[src/rtl/cpl_packer_pkg.sv]
// Shared constants and types for the completion data packer.
// Holds TLP fmt/type codes, completion status codes, the header FSM state
// type and the DW-count to thermometer-enable helper.
package cpl_packer_pkg;

    localparam logic [2:0] FMT_3DW_NODATA = 3'b000;
    localparam logic [2:0] FMT_3DW_DATA   = 3'b010;
    localparam logic [4:0] TYPE_CPL       = 5'b01010;

    // fmt/type byte as it appears in header DW0[31:24]
    localparam logic [7:0] FT_CPLD = {FMT_3DW_DATA, TYPE_CPL};
    localparam logic [7:0] FT_CPL  = {FMT_3DW_NODATA, TYPE_CPL};

    localparam logic [2:0] CPL_STATUS_SC  = 3'b000;
    localparam logic [2:0] CPL_STATUS_UR  = 3'b001;
    localparam logic [2:0] CPL_STATUS_CRS = 3'b010;
    localparam logic [2:0] CPL_STATUS_CA  = 3'b100;

    typedef enum logic [1:0] {
        ST_HDR0 = 2'd0,
        ST_HDR1 = 2'd1,
        ST_DATA = 2'd2,
        ST_DROP = 2'd3
    } cpl_state_e;

    // Number of valid DWs in an output word -> thermometer DW enables.
    function automatic logic [3:0] dw_cnt_to_dwen(input logic [2:0] dw_cnt);
        case (dw_cnt)
            3'd0:    return 4'b0000;
            3'd1:    return 4'b0001;
            3'd2:    return 4'b0011;
            3'd3:    return 4'b0111;
            default: return 4'b1111;
        endcase
    endfunction

endpackage

[src/rtl/cpl_dw_accumulator.sv]
// Payload DW accumulator: holds 0-3 pending DWs, accepts 1 or 2 new DWs per
// cycle and emits registered 128-bit words with thermometer DW enables.
// A flush closes the current completion; if that leaves 5 DWs, a full word
// goes out immediately and the single leftover DW follows one cycle later.
module cpl_dw_accumulator
    import cpl_packer_pkg::*;
#(
    parameter int P_TAG_WIDTH = 8
) (
    input  logic                   i_clk,
    input  logic                   i_rst,
    input  logic [1:0]             push_cnt,
    input  logic [63:0]            push_data,
    input  logic                   flush,
    input  logic                   done_in,
    input  logic [P_TAG_WIDTH-1:0] tag_in,
    output logic [127:0]           dout,
    output logic [3:0]             dwen,
    output logic                   valid,
    output logic                   done,
    output logic [P_TAG_WIDTH-1:0] tag
);

    logic [95:0]            hold_q;
    logic [1:0]             hold_cnt_q;
    logic                   ovf_q;
    logic [31:0]            ovf_dw_q;
    logic                   ovf_done_q;
    logic [P_TAG_WIDTH-1:0] ovf_tag_q;

    logic [63:0]            push_masked;
    logic [159:0]           merged;
    logic [2:0]             total;

    // Append incoming DWs behind the held ones, lowest address first.
    always_comb begin
        // NOTE: every combinational output gets a default first so no path leaves it unassigned (no latch).
        push_masked = 64'd0;
        case (push_cnt)
            2'd1:    push_masked = {32'd0, push_data[31:0]};
            2'd2:    push_masked = push_data;
            default: push_masked = 64'd0;
        endcase
        merged = {64'd0, hold_q} | ({96'd0, push_masked} << {hold_cnt_q, 5'd0});
        total  = {1'b0, hold_cnt_q} + {1'b0, push_cnt};
    end

    // Word emission, remainder bookkeeping and the deferred overflow word.
    always_ff @(posedge i_clk) begin
        if (i_rst) begin
            // NOTE: the holding buffer is cleared on reset so stale DWs never reappear in padding lanes.
            hold_q     <= '0;
            hold_cnt_q <= '0;
            ovf_q      <= 1'b0;
            ovf_dw_q   <= '0;
            ovf_done_q <= 1'b0;
            ovf_tag_q  <= '0;
            dout       <= '0;
            dwen       <= '0;
            valid      <= 1'b0;
            done       <= 1'b0;
            tag        <= '0;
        end else begin
            // NOTE: non-blocking assignments so every register samples pre-edge values.
            valid <= 1'b0;
            done  <= 1'b0;
            ovf_q <= 1'b0;
            if (ovf_q) begin
                // Header beat of the next TLP carries no payload, so this slot is free.
                dout  <= {96'd0, ovf_dw_q};
                dwen  <= 4'b0001;
                valid <= 1'b1;
                done  <= ovf_done_q;
                tag   <= ovf_tag_q;
            end else if (total >= 3'd4) begin
                dout  <= merged[127:0];
                dwen  <= 4'b1111;
                valid <= 1'b1;
                tag   <= tag_in;
                if (flush) begin
                    hold_q     <= '0;
                    hold_cnt_q <= '0;
                    if (total == 3'd5) begin
                        ovf_q      <= 1'b1;
                        ovf_dw_q   <= merged[159:128];
                        ovf_done_q <= done_in;
                        ovf_tag_q  <= tag_in;
                    end else begin
                        done <= done_in;
                    end
                end else begin
                    hold_q     <= {64'd0, merged[159:128]};
                    hold_cnt_q <= 2'(total - 3'd4);
                end
            end else if (flush) begin
                hold_q     <= '0;
                hold_cnt_q <= '0;
                if (total != 3'd0) begin
                    dout  <= merged[127:0];
                    dwen  <= dw_cnt_to_dwen(total);
                    valid <= 1'b1;
                    done  <= done_in;
                    tag   <= tag_in;
                end
            end else begin
                hold_q     <= merged[95:0];
                hold_cnt_q <= total[1:0];
            end
        end
    end

endmodule

[src/rtl/cpl_data_packer.sv]
// Completion data packer: strips 3DW CplD headers from the 64-bit RX stream
// and repacks payload DWs into 128-bit words for the DMA read controller.
// Non-completion TLPs are consumed and discarded; the block never stalls.
// Optional feature macro: CPL_PACKER_STATUS_CHECK_EN drops CplDs whose
// status is not SC or whose EP bit is set, pulsing cpl_err on their tlast.
module cpl_data_packer
    import cpl_packer_pkg::*;
#(
    parameter int P_TAG_WIDTH = 8
) (
    input  logic                   i_clk,
    input  logic                   i_rst,
    input  logic [63:0]            rx_tdata,
    input  logic [7:0]             rx_tkeep,
    input  logic                   rx_tlast,
    input  logic                   rx_tvalid,
    output logic                   rx_tready,
    output logic [P_TAG_WIDTH-1:0] packer_tag,
    output logic [127:0]           packer_dout,
    output logic [3:0]             packer_dout_dwen,
    output logic                   packer_valid,
    output logic                   packer_done,
    output logic                   cpl_err
);

    cpl_state_e             state_q, state_d;
    logic [10:0]            rem_q, rem_d;
    logic                   final_q, final_d;
    logic [P_TAG_WIDTH-1:0] tag_q, tag_d;
    logic                   over_q, over_d;
    logic                   drop_err_q, drop_err_d;
    logic                   err_q, err_d;

    logic                   beat;
    logic                   full_beat;
    logic                   is_cpld;
    logic                   status_bad;
    logic [10:0]            len_eff;
    logic [12:0]            bc_eff;
    logic [1:0]             avail;
    logic [1:0]             take;
    logic [10:0]            rem_after;
    logic                   excess;

    logic [1:0]             push_cnt;
    logic [63:0]            push_data;
    logic                   flush;
    logic                   done_in;
    logic [P_TAG_WIDTH-1:0] acc_tag;

    assign rx_tready = ~i_rst;
    assign beat      = rx_tvalid & rx_tready;
    assign full_beat = (rx_tkeep == 8'hFF);

    // Header beat 0 fields: DW0 fmt/type and length, DW1 byte count.
    assign is_cpld = (rx_tdata[31:24] == FT_CPLD);
    assign len_eff = (rx_tdata[9:0] == 10'd0) ? 11'd1024 : {1'b0, rx_tdata[9:0]};
    assign bc_eff  = (rx_tdata[43:32] == 12'd0) ? 13'd4096 : {1'b0, rx_tdata[43:32]};

`ifdef CPL_PACKER_STATUS_CHECK_EN
    logic [2:0] hdr_status;
    logic       hdr_ep;
    assign hdr_status = rx_tdata[47:45];
    assign hdr_ep     = rx_tdata[14];
    assign status_bad = (hdr_status != CPL_STATUS_SC) || hdr_ep;
`else
    assign status_bad = 1'b0;
`endif

    // Header decode, payload DW accounting and length-mismatch detection.
    always_comb begin
        state_d    = state_q;
        rem_d      = rem_q;
        final_d    = final_q;
        tag_d      = tag_q;
        over_d     = over_q;
        drop_err_d = drop_err_q;
        err_d      = 1'b0;
        push_cnt   = 2'd0;
        push_data  = rx_tdata;
        flush      = 1'b0;
        done_in    = 1'b0;
        acc_tag    = tag_q;
        avail      = 2'd0;
        take       = 2'd0;
        rem_after  = rem_q;
        excess     = 1'b0;
        if (beat) begin
            case (state_q)
                ST_HDR0: begin
                    rem_d      = len_eff;
                    final_d    = (bc_eff == {len_eff, 2'b00});
                    over_d     = 1'b0;
                    drop_err_d = 1'b0;
                    if (is_cpld && !status_bad) begin
                        state_d = rx_tlast ? ST_HDR0 : ST_HDR1;
                    end else begin
                        state_d    = rx_tlast ? ST_HDR0 : ST_DROP;
                        drop_err_d = is_cpld;
                        err_d      = rx_tlast && is_cpld;
                    end
                end
                ST_HDR1, ST_DATA: begin
                    if (state_q == ST_HDR1) begin
                        tag_d     = P_TAG_WIDTH'(rx_tdata[15:8]);
                        push_data = {32'd0, rx_tdata[63:32]};
                        avail     = full_beat ? 2'd1 : 2'd0;
                    end else begin
                        avail     = full_beat ? 2'd2 : 2'd1;
                    end
                    acc_tag   = tag_d;
                    excess    = ({9'd0, avail} > rem_q);
                    take      = excess ? rem_q[1:0] : avail;
                    rem_after = rem_q - {9'd0, take};
                    push_cnt  = take;
                    rem_d     = rem_after;
                    if (rx_tlast) begin
                        flush   = 1'b1;
                        done_in = final_q && (rem_after == 11'd0);
                        err_d   = (rem_after != 11'd0) || over_q || excess;
                        over_d  = 1'b0;
                        state_d = ST_HDR0;
                    end else begin
                        over_d  = over_q || excess;
                        state_d = ST_DATA;
                    end
                end
                ST_DROP: begin
                    if (rx_tlast) begin
                        err_d      = drop_err_q;
                        drop_err_d = 1'b0;
                        state_d    = ST_HDR0;
                    end
                end
                default: state_d = ST_HDR0;
            endcase
        end
    end

    // Parser state registers and the registered error pulse.
    always_ff @(posedge i_clk) begin
        if (i_rst) begin
            state_q    <= ST_HDR0;
            rem_q      <= '0;
            final_q    <= 1'b0;
            tag_q      <= '0;
            over_q     <= 1'b0;
            drop_err_q <= 1'b0;
            err_q      <= 1'b0;
        end else begin
            state_q    <= state_d;
            rem_q      <= rem_d;
            final_q    <= final_d;
            tag_q      <= tag_d;
            over_q     <= over_d;
            drop_err_q <= drop_err_d;
            err_q      <= err_d;
        end
    end

    assign cpl_err = err_q;

    cpl_dw_accumulator #(
        .P_TAG_WIDTH (P_TAG_WIDTH)
    ) u_acc (
        .i_clk     (i_clk),
        .i_rst     (i_rst),
        .push_cnt  (push_cnt),
        .push_data (push_data),
        .flush     (flush),
        .done_in   (done_in),
        .tag_in    (acc_tag),
        .dout      (packer_dout),
        .dwen      (packer_dout_dwen),
        .valid     (packer_valid),
        .done      (packer_done),
        .tag       (packer_tag)
    );

endmodule

[config.mk]
export PLATFORM = sky130hd
export DESIGN_NAME = cpl_data_packer
export DESIGN_NICKNAME = d
export VERILOG_FILES = /design/src/rtl/cpl_packer_pkg.sv /design/src/rtl/cpl_dw_accumulator.sv /design/src/rtl/cpl_data_packer.sv
export SDC_FILE = /design/constraint.sdc
export NUM_CORES = 1
export LEC_CHECK = 0
export CAP_MARGIN = 20
export CORE_MARGIN = 4
export CORE_UTILIZATION = 48
export DETAILED_ROUTE_END_ITERATION = 10
export PLACE_DENSITY = 0.72
export SYNTH_ARGS = -nofsm -noshare
export SYNTH_HDL_FRONTEND = slang
export SYNTH_SLANG_ARGS = --single-unit
[constraint.sdc]
create_clock -name i_clk -period 4.4 [get_ports i_clk]
set_input_delay 0.88 -clock i_clk [delete_from_list [all_inputs] [get_ports i_clk]]
set_output_delay 0.88 -clock i_clk [all_outputs]
set_load 0.01 [all_outputs]
# Word level (Yosys, flattened, before mapping)
# Index checks and enable logic that the tools add are counted.
dict set report totals {
  ram_bits 0
  mem_bits_ro 0
  inputBits 76
  latch_bits 0
  regBits 307
  mem_count 0
}
dict set report classes {
  div_mod_pow 0
  bitwise_logic 7
  n_reduce_logical 29
  order_cmp 2
  muxes 68
  add_sub_neg 3
  shift 1
  multipliers 0
  n_eq_ne 13
}
# cell n
set op_table {}
lappend op_table {{$mux 128} 3}
lappend op_table {{$mux 64} 3}
lappend op_table {{$mux 96} 2}
lappend op_table {{$or 96x160->160} 1}
lappend op_table {{$shl 64x7->160} 1}
lappend op_table {{$pmux 64 s2} 1}
lappend op_table {{$mux 32} 2}
lappend op_table {{$mux 8} 7}
lappend op_table {{$mux 2} 14}
lappend op_table {{$mux 1} 25}
lappend op_table {{$pmux 11 s2} 1}
lappend op_table {{$pmux 4 s4} 1}
lappend op_table {{$eq 13x13->1} 1}
lappend op_table {{$mux 13} 1}
lappend op_table {{$logic_not 12->1} 1}
lappend op_table {{$mux 4} 3}
lappend op_table {{$gt 2x11->1} 1}
lappend op_table {{$logic_not 11->1} 1}
lappend op_table {{$mux 11} 1}
lappend op_table {{$reduce_bool 11->1} 1}
lappend op_table {{$sub 11x2->11} 1}
lappend op_table {{$logic_not 10->1} 1}
lappend op_table {{$reduce_and 2->1} 5}
lappend op_table {{$reduce_bool 3->1} 3}
lappend op_table {{other kinds (25)} 42}

# Longest topological paths before layout
dict set report depth {
  word_depth 17
  ltp_mapped 21
  ltp_nobuf 19
}

# By module
# From an unflattened synthesis, not the netlist that was laid out.
dict set report unflattened {
  cells_unflattened 1689
  hier_area_um2 15152.0
}
# module n_inst cells_per_inst seq_area_each_um2 area_each_um2
set modules_own_cells {}
lappend modules_own_cells {cpl_dw_accumulator 1 1419 5645.4 12859.8}
lappend modules_own_cells {cpl_data_packer 1 270 480.5 2292.2}

# Worst setup path before layout
# Ideal clock, no wire load.
dict set report synth_path {
  path_kind {in2reg}
  start {in rx_tkeep[6]}
  end {reg u_acc.dout[23]}
  setup_ns 0.128
  slack_ns -0.099
  arrival_time_ns 4.371
  path_buffers 3
  path_stages 20
  cell_sequence {nand4_1 -> nor2_1 -> ha_1 -> inv_1 -> ha_1 -> a21oi_1 -> o21ai_0 -> nor3_2 -> mux2i_1 -> nor2_1 -> ha_1 -> fa_1 -> clkbuf_1 -> nor2_1 -> o21ba_2 -> clkbuf_1 -> clkbuf_1 -> and4_1 -> a31oi_1 -> o21ai_0}
}
dict set report synth_between {
  elab_chain_len 17
  elab_cells_between_ends 25
}
# element line_no
set synth_lines {}
lappend synth_lines {{start: declaration} cpl_data_packer.sv:14} ;# input logic [7:0] rx_tkeep,
lappend synth_lines {{$eq 8x8->1 (*)} cpl_data_packer.sv:53} ;# assign full_beat = (rx_tkeep == 8'hFF);
lappend synth_lines {{$mux 2 or $mux 1 (tied branches)} {cpl_data_packer.sv:109, cpl_data_packer.sv:107}}
lappend synth_lines {{$mux 2 (*)} cpl_data_packer.sv:104} ;# if (state_q == ST_HDR1) begin
lappend synth_lines {{$mux 2 (*)} cpl_data_packer.sv:89} ;# case (state_q)
lappend synth_lines {{$mux 2 (*)} cpl_data_packer.sv:88} ;# if (beat) begin
lappend synth_lines {{$gt 2x11->1} cpl_data_packer.sv:112} ;# excess = ({9'd0, avail} > rem_q);
lappend synth_lines {{$mux 2 (*)} cpl_data_packer.sv:113} ;# take = excess ? rem_q[1:0] : avail;
lappend synth_lines {{$mux 2 (*)} cpl_data_packer.sv:89}
lappend synth_lines {{$mux 2 (*)} cpl_data_packer.sv:88}
lappend synth_lines {{$eq 2x2->1 or $eq 2x1->1 (tied branches)} cpl_dw_accumulator.sv:39} ;# case (push_cnt)
lappend synth_lines {{$pmux 64 s2} cpl_dw_accumulator.sv:39}
lappend synth_lines {{$shl 64x7->160} cpl_dw_accumulator.sv:44} ;# merged = {64'd0, hold_q} | ({96'd0, push_masked} << {hold_cnt_q, 5'd0});
lappend synth_lines {{$or 96x160->160} cpl_dw_accumulator.sv:44}
lappend synth_lines {{$mux 128} cpl_dw_accumulator.sv:98} ;# if (total != 3'd0) begin
lappend synth_lines {{$mux 128} cpl_dw_accumulator.sv:95} ;# end else if (flush) begin
lappend synth_lines {{$mux 128} cpl_dw_accumulator.sv:75} ;# end else if (total >= 3'd4) begin
lappend synth_lines {{$mux 32} cpl_dw_accumulator.sv:68} ;# if (ovf_q) begin
lappend synth_lines {{end signal: assignment} cpl_dw_accumulator.sv:70} ;# dout <= {96'd0, ovf_dw_q};
lappend synth_lines {{end signal: assignment} cpl_dw_accumulator.sv:76} ;# dout <= merged[127:0];
lappend synth_lines {{end signal: assignment} cpl_dw_accumulator.sv:99} ;# dout <= merged[127:0];
lappend synth_lines {{end: declaration} cpl_dw_accumulator.sv:17} ;# output logic [127:0] dout,
# Every way passes the cells marked *; elsewhere a longest branch is shown, timed or not. The select of a mux whose other input is x is not followed.
# A chain may end at the register's enable or synchronous reset.

# Worst setup path after layout
dict set report layout_path {
  start {reg state_q[1]}
  end {reg u_acc.dout[85]}
}
dict set report layout_between {
  elab_chain_len 15
  elab_cells_between_ends 29
}
# element line_no
set layout_lines {}
lappend layout_lines {{start: declaration} cpl_data_packer.sv:26} ;# cpl_state_e state_q, state_d;
lappend layout_lines {{start signal: assignment} cpl_data_packer.sv:151} ;# state_q <= state_d;
lappend layout_lines {{$eq 2x1->1} {cpl_data_packer.sv:89, cpl_data_packer.sv:104}}
lappend layout_lines {{$mux 2} cpl_data_packer.sv:104}
lappend layout_lines {{$mux 2} cpl_data_packer.sv:89}
lappend layout_lines {{$mux 2} cpl_data_packer.sv:88}
lappend layout_lines {{$gt 2x11->1} cpl_data_packer.sv:112}
lappend layout_lines {{$mux 2} cpl_data_packer.sv:113}
lappend layout_lines {{$mux 2} cpl_data_packer.sv:89}
lappend layout_lines {{$mux 2} cpl_data_packer.sv:88}
lappend layout_lines {{$eq 2x2->1 or $eq 2x1->1 (tied branches)} cpl_dw_accumulator.sv:39}
lappend layout_lines {{$pmux 64 s2} cpl_dw_accumulator.sv:39}
lappend layout_lines {{$shl 64x7->160} cpl_dw_accumulator.sv:44}
lappend layout_lines {{$or 96x160->160} cpl_dw_accumulator.sv:44}
lappend layout_lines {{$mux 128} cpl_dw_accumulator.sv:98}
lappend layout_lines {{$mux 128} cpl_dw_accumulator.sv:95}
lappend layout_lines {{$mux 128} cpl_dw_accumulator.sv:75}
# Parallel ways exist; a longest one is shown, timed or not. The select of a mux whose other input is x is not followed.

==> summary.txt <==
Logic synthesis
  • Fraction of the mapped netlist area in simple logic gates: 0.140
  • Avg Inst Size Synth: between 8 and 9 µm²
  • Post-synth EDFFs: 0
  • #FFs+latches synth: between 300 and 400
  • Synth Net Count: between 1500 and 2000
  • Dominant cells by area after synthesis: dfxtp_1 48%, o21ai_0 7.2%, nor2_1 5.6%
  • Synth Area in Compound Gates: 0.277
  • Mapped Area: ~13000 µm²
  • Cell variety after synth: slightly above 60
  • Synth Area in Adders: 0.0158
  • Post-synthesis xor/xnor area fraction: 0.00817
  • Most frequent cells after synthesis: 306 x dfxtp_1, 192 x nor2_1, 186 x o21ai_0
  • Ys async rst share: 0
  • Top cell type's share of synthesized area: 0.476
  • Most frequent cell after synthesis: dfxtp_1
  • Largest family of logic cells by synthesized area: compound AO/OA/AOI/OAI gates
  • Ys Warns: 0
  • Seq/Total Area, Yosys: 0.476
  • Area leader, netlist: dfxtp_1
  • Mux cell area share after synthesis: 0.0358
  • Post-synth top flop: dfxtp_1
  • Mapped Cells: 1463

Floorplanning
  • Die area: slightly below 30000 µm²
  • Die span in y: around 170 µm
  • Starting Density: 0.491
  • Io pins: 220
  • Die width: approximately 170 µm
  • Core Region: between 20000 and 30000 µm²
  • Num rows: between 50 and 60

GRT
  • Pin count of the biggest net entering global routing: 81
  • First-pass GRT wire length: 67200 µm
  • GR Util All Layers: 0.282
  • Grt ovf: 0
  • Initial antenna violation count: 1
  • Vias in the first global route: approximately 12000

Layout
  • Layout cell share with drive strength beyond 1: 0.145
  • Fillers: a little under 2000
  • Register Area: between 6000 and 7000 µm²
  • Area Overhead vs Synth: 40.8%
  • Nets: between 1500 and 2000
  • Area of the multi-input gates: ~6300 µm²

Clock network
  • Clock buffer depth: 3
  • Clk sink count: approximately 310
  • Clock transition at the registers of the reported paths: around 0.07 ns
  • Hold buffer count at CTS: 0
  • # H-tree levels: 1
  • CTS buffer count: 31
  • Clock insertion delay at the later pin of the skew report: 0.58 ns
  • CTS Root Cell: clkbuf_16
  • CTS tree: done

STA
  • Worst-Margin Slew: 1.02 ns
  • Setup Viol. Count Final: 0
  • Clk_skew: approximately 0.024 ns
  • Pins Over Slew Limit: 0
  • RSZ-0062 raised after global routing: no
  • Final hold vios: 0
  • Slew HR: 0.317
  • Post-layout min period: a little over 4 ns
  • Final Cycle Share: 0.932
  • Hold slack: around 0.45 ns
  • Fmax: ~240 MHz
  • Setup TNS: 0 ns

Worst setup path
  • Slowest-stage cell, CP: fa_2
  • CP Max Fanout: 8
  • Delay-heaviest family, CP: adder cells
  • Worst setup EP type: flip-flop
  • CP max stage delay: between 0.5 and 0.6 ns
  • Buffer and inverter count on the worst path: 7
  • WP data arrival: between 4 and 5 ns
  • CP Cell Sequence: inv_1 -> ha_1 -> inv_1 -> ha_2 -> inv_2 -> ha_4 -> a21oi_2 -> o21ai_1 -> nor3_2 -> mux2i_2 -> nor2_2 -> ha_2 -> fa_2 -> nor2_4 -> buf_6 -> o21bai_4 -> buf_12 -> buf_8 -> clkbuf_16 -> o21ai_0 -> a21oi_1
  • Critical path launch point type: flip-flop
  • Worst EP required: 4.90 ns
  • Worst Setup Path Type: flip-flop to flip-flop

Drt
  • # DRC: 0
  • Initial drt markers: approximately 1400
  • Final antenna-violating net count: 0
  • Vias per cell: between 6 and 7
  • Initial DRT Pass Iterations: 7
  • DR WL met3: about 3800 µm
  • Top Layer Used: met5
  • Via Count: roughly 13000
  • Drt wl/cell: about 22 µm
  • DRT Wirelength: 46600 µm
  • M1 WL: slightly above 20000 µm
  • Met2 Wirelength: 20900 µm

Placed design
  • DP Wirelength: about 29000 µm
  • IO buf count: 219
  • GPL Wtd Cong: between 0.9 and 1

Min path
  • HP Class: flip-flop to flip-flop

Outcome
  • Outcome: finished, final reports clean

Pwr
  • Leakage: between 7 and 8 nW
  • Peak VDD IR: between 0.2 and 0.3 mV
  • PD cells: roughly 350 nW/µm²

Run
  • Max-cap violations: 0
[state kept, by name, indices dropped and copies added, names as in the netlist, 2 cells and up]
register,cells
u_acc.dout,128
rem_q,11
u_acc.dwen,4
tag_q,8
state_q,2
u_acc.hold_cnt_q,2
u_acc.tag,8
u_acc.hold_q,96
u_acc.ovf_tag_q,8
u_acc.ovf_dw_q,32
[kinds of logic after synthesis]
| group | after synthesis |
|---|---|
| XOR/XNOR | 12 |
| multiplexers | 46 |
| AND/OR/NAND/NOR | 372 |
| buffers and inverters | 153 |
| flip-flops | 306 |
| AO/OA/AOI/OAI | 559 |
| adder cells (fa/ha/maj) | 15 |
[what timing repair did]
action | CTS | global route
resized for setup | 0 | 57
endpoints found under the setup margin | 0 | 256
setup buffers | 0 | 11
[stage by stage]
step	util	setup WS, ns	instances	instance area, µm²	power [mW]
5_1_grt	0.691	0.128	2096	18100	6.47
6_report	0.691	0.300	2097	18100	6.31
2_1_floorplan	-	0.0125	1463	12900	3.10
3_5_place_dp	0.618	-0.511	2008	16200	3.35
4_1_cts	0.662	0.0666	2064	17300	6.29
3_3_place_gp	0.618	-0.405	2008	16200	3.34
[final timing paths]
kind	startpoint	to	slack, ns	cells past startpoint
max	state_q[1]$_SDFFE_PP0P_	u_acc.dout[85]$_SDFFE_PP0P_	0.30	21
min reg2reg	u_acc.hold_q[63]$_SDFFE_PP0N_	u_acc.hold_q[63]$_SDFFE_PP0N_	0.45	2
min	u_acc.hold_q[63]$_SDFFE_PP0N_	u_acc.hold_q[63]$_SDFFE_PP0N_	0.45	2
max reg2reg	state_q[1]$_SDFFE_PP0P_	u_acc.dout[85]$_SDFFE_PP0P_	0.30	21
[cells in the final DEF, fill, tap and decap left out, types with 6 or more instances in the layout]
master,instances
nor3_1,11
a21oi_1,106
clkbuf_16,45
dlymetal6s2s_1,8
nand4_1,6
nor2_1,185
buf_12,21
buf_6,10
a22oi_1,52
and4_1,32
clkdlybuf4s50_1,210
mux2i_1,44
a31oi_1,40
inv_1,13
bufinv_16,8
a211oi_1,41
nor4_1,7
xor2_1,7
o21ai_0,179
nor2b_1,8
o21ai_1,7
nand2_1,73
ha_1,10
o2bb2ai_1,30
buf_4,108
dfxtp_1,306
a311oi_1,10
nand3_1,9
a22o_1,70
[worst min-delay path: cells and delay by family (launching register included)]
kind | cells | cell delay [ns]
AND/OR/NAND/NOR | 2 | 0.09
flip-flops | 1 | 0.31
[cell type report]
type / instances / share of cell area
multi-input cells: 1004 / 0.348
flip-flops and latches: 306 / 0.338
repair buffers: 379 / 0.223
clock buffers: 39 / 0.0467
well taps: 335 / 0.0231
clock inverters: 17 / 0.0170
inverters: 16 / 0.00332
diodes: 1 / 0.000138
[routing by layer]
layer | up-vias | global-route usage
li1 | 5913 | -
met1 | 6217 | 0.415
met2 | 658 | 0.429
met3 | 94 | 0.0439
met4 | 2 | 0.0796
met5 | - | 0
[report_power, final]
part / switching [mW] / internal (mW) / total (mW) / leakage (nW)
registers: 0.0218 / 2.79 / 2.81 / 2.47
logic: 0.298 / 0.227 / 0.525 / 3.98
clock network: 1.15 / 1.83 / 2.98 / 0.558
total: 1.47 / 4.85 / 6.31 / 7.01
No activity file was read; power rests on OpenSTA's default activity.
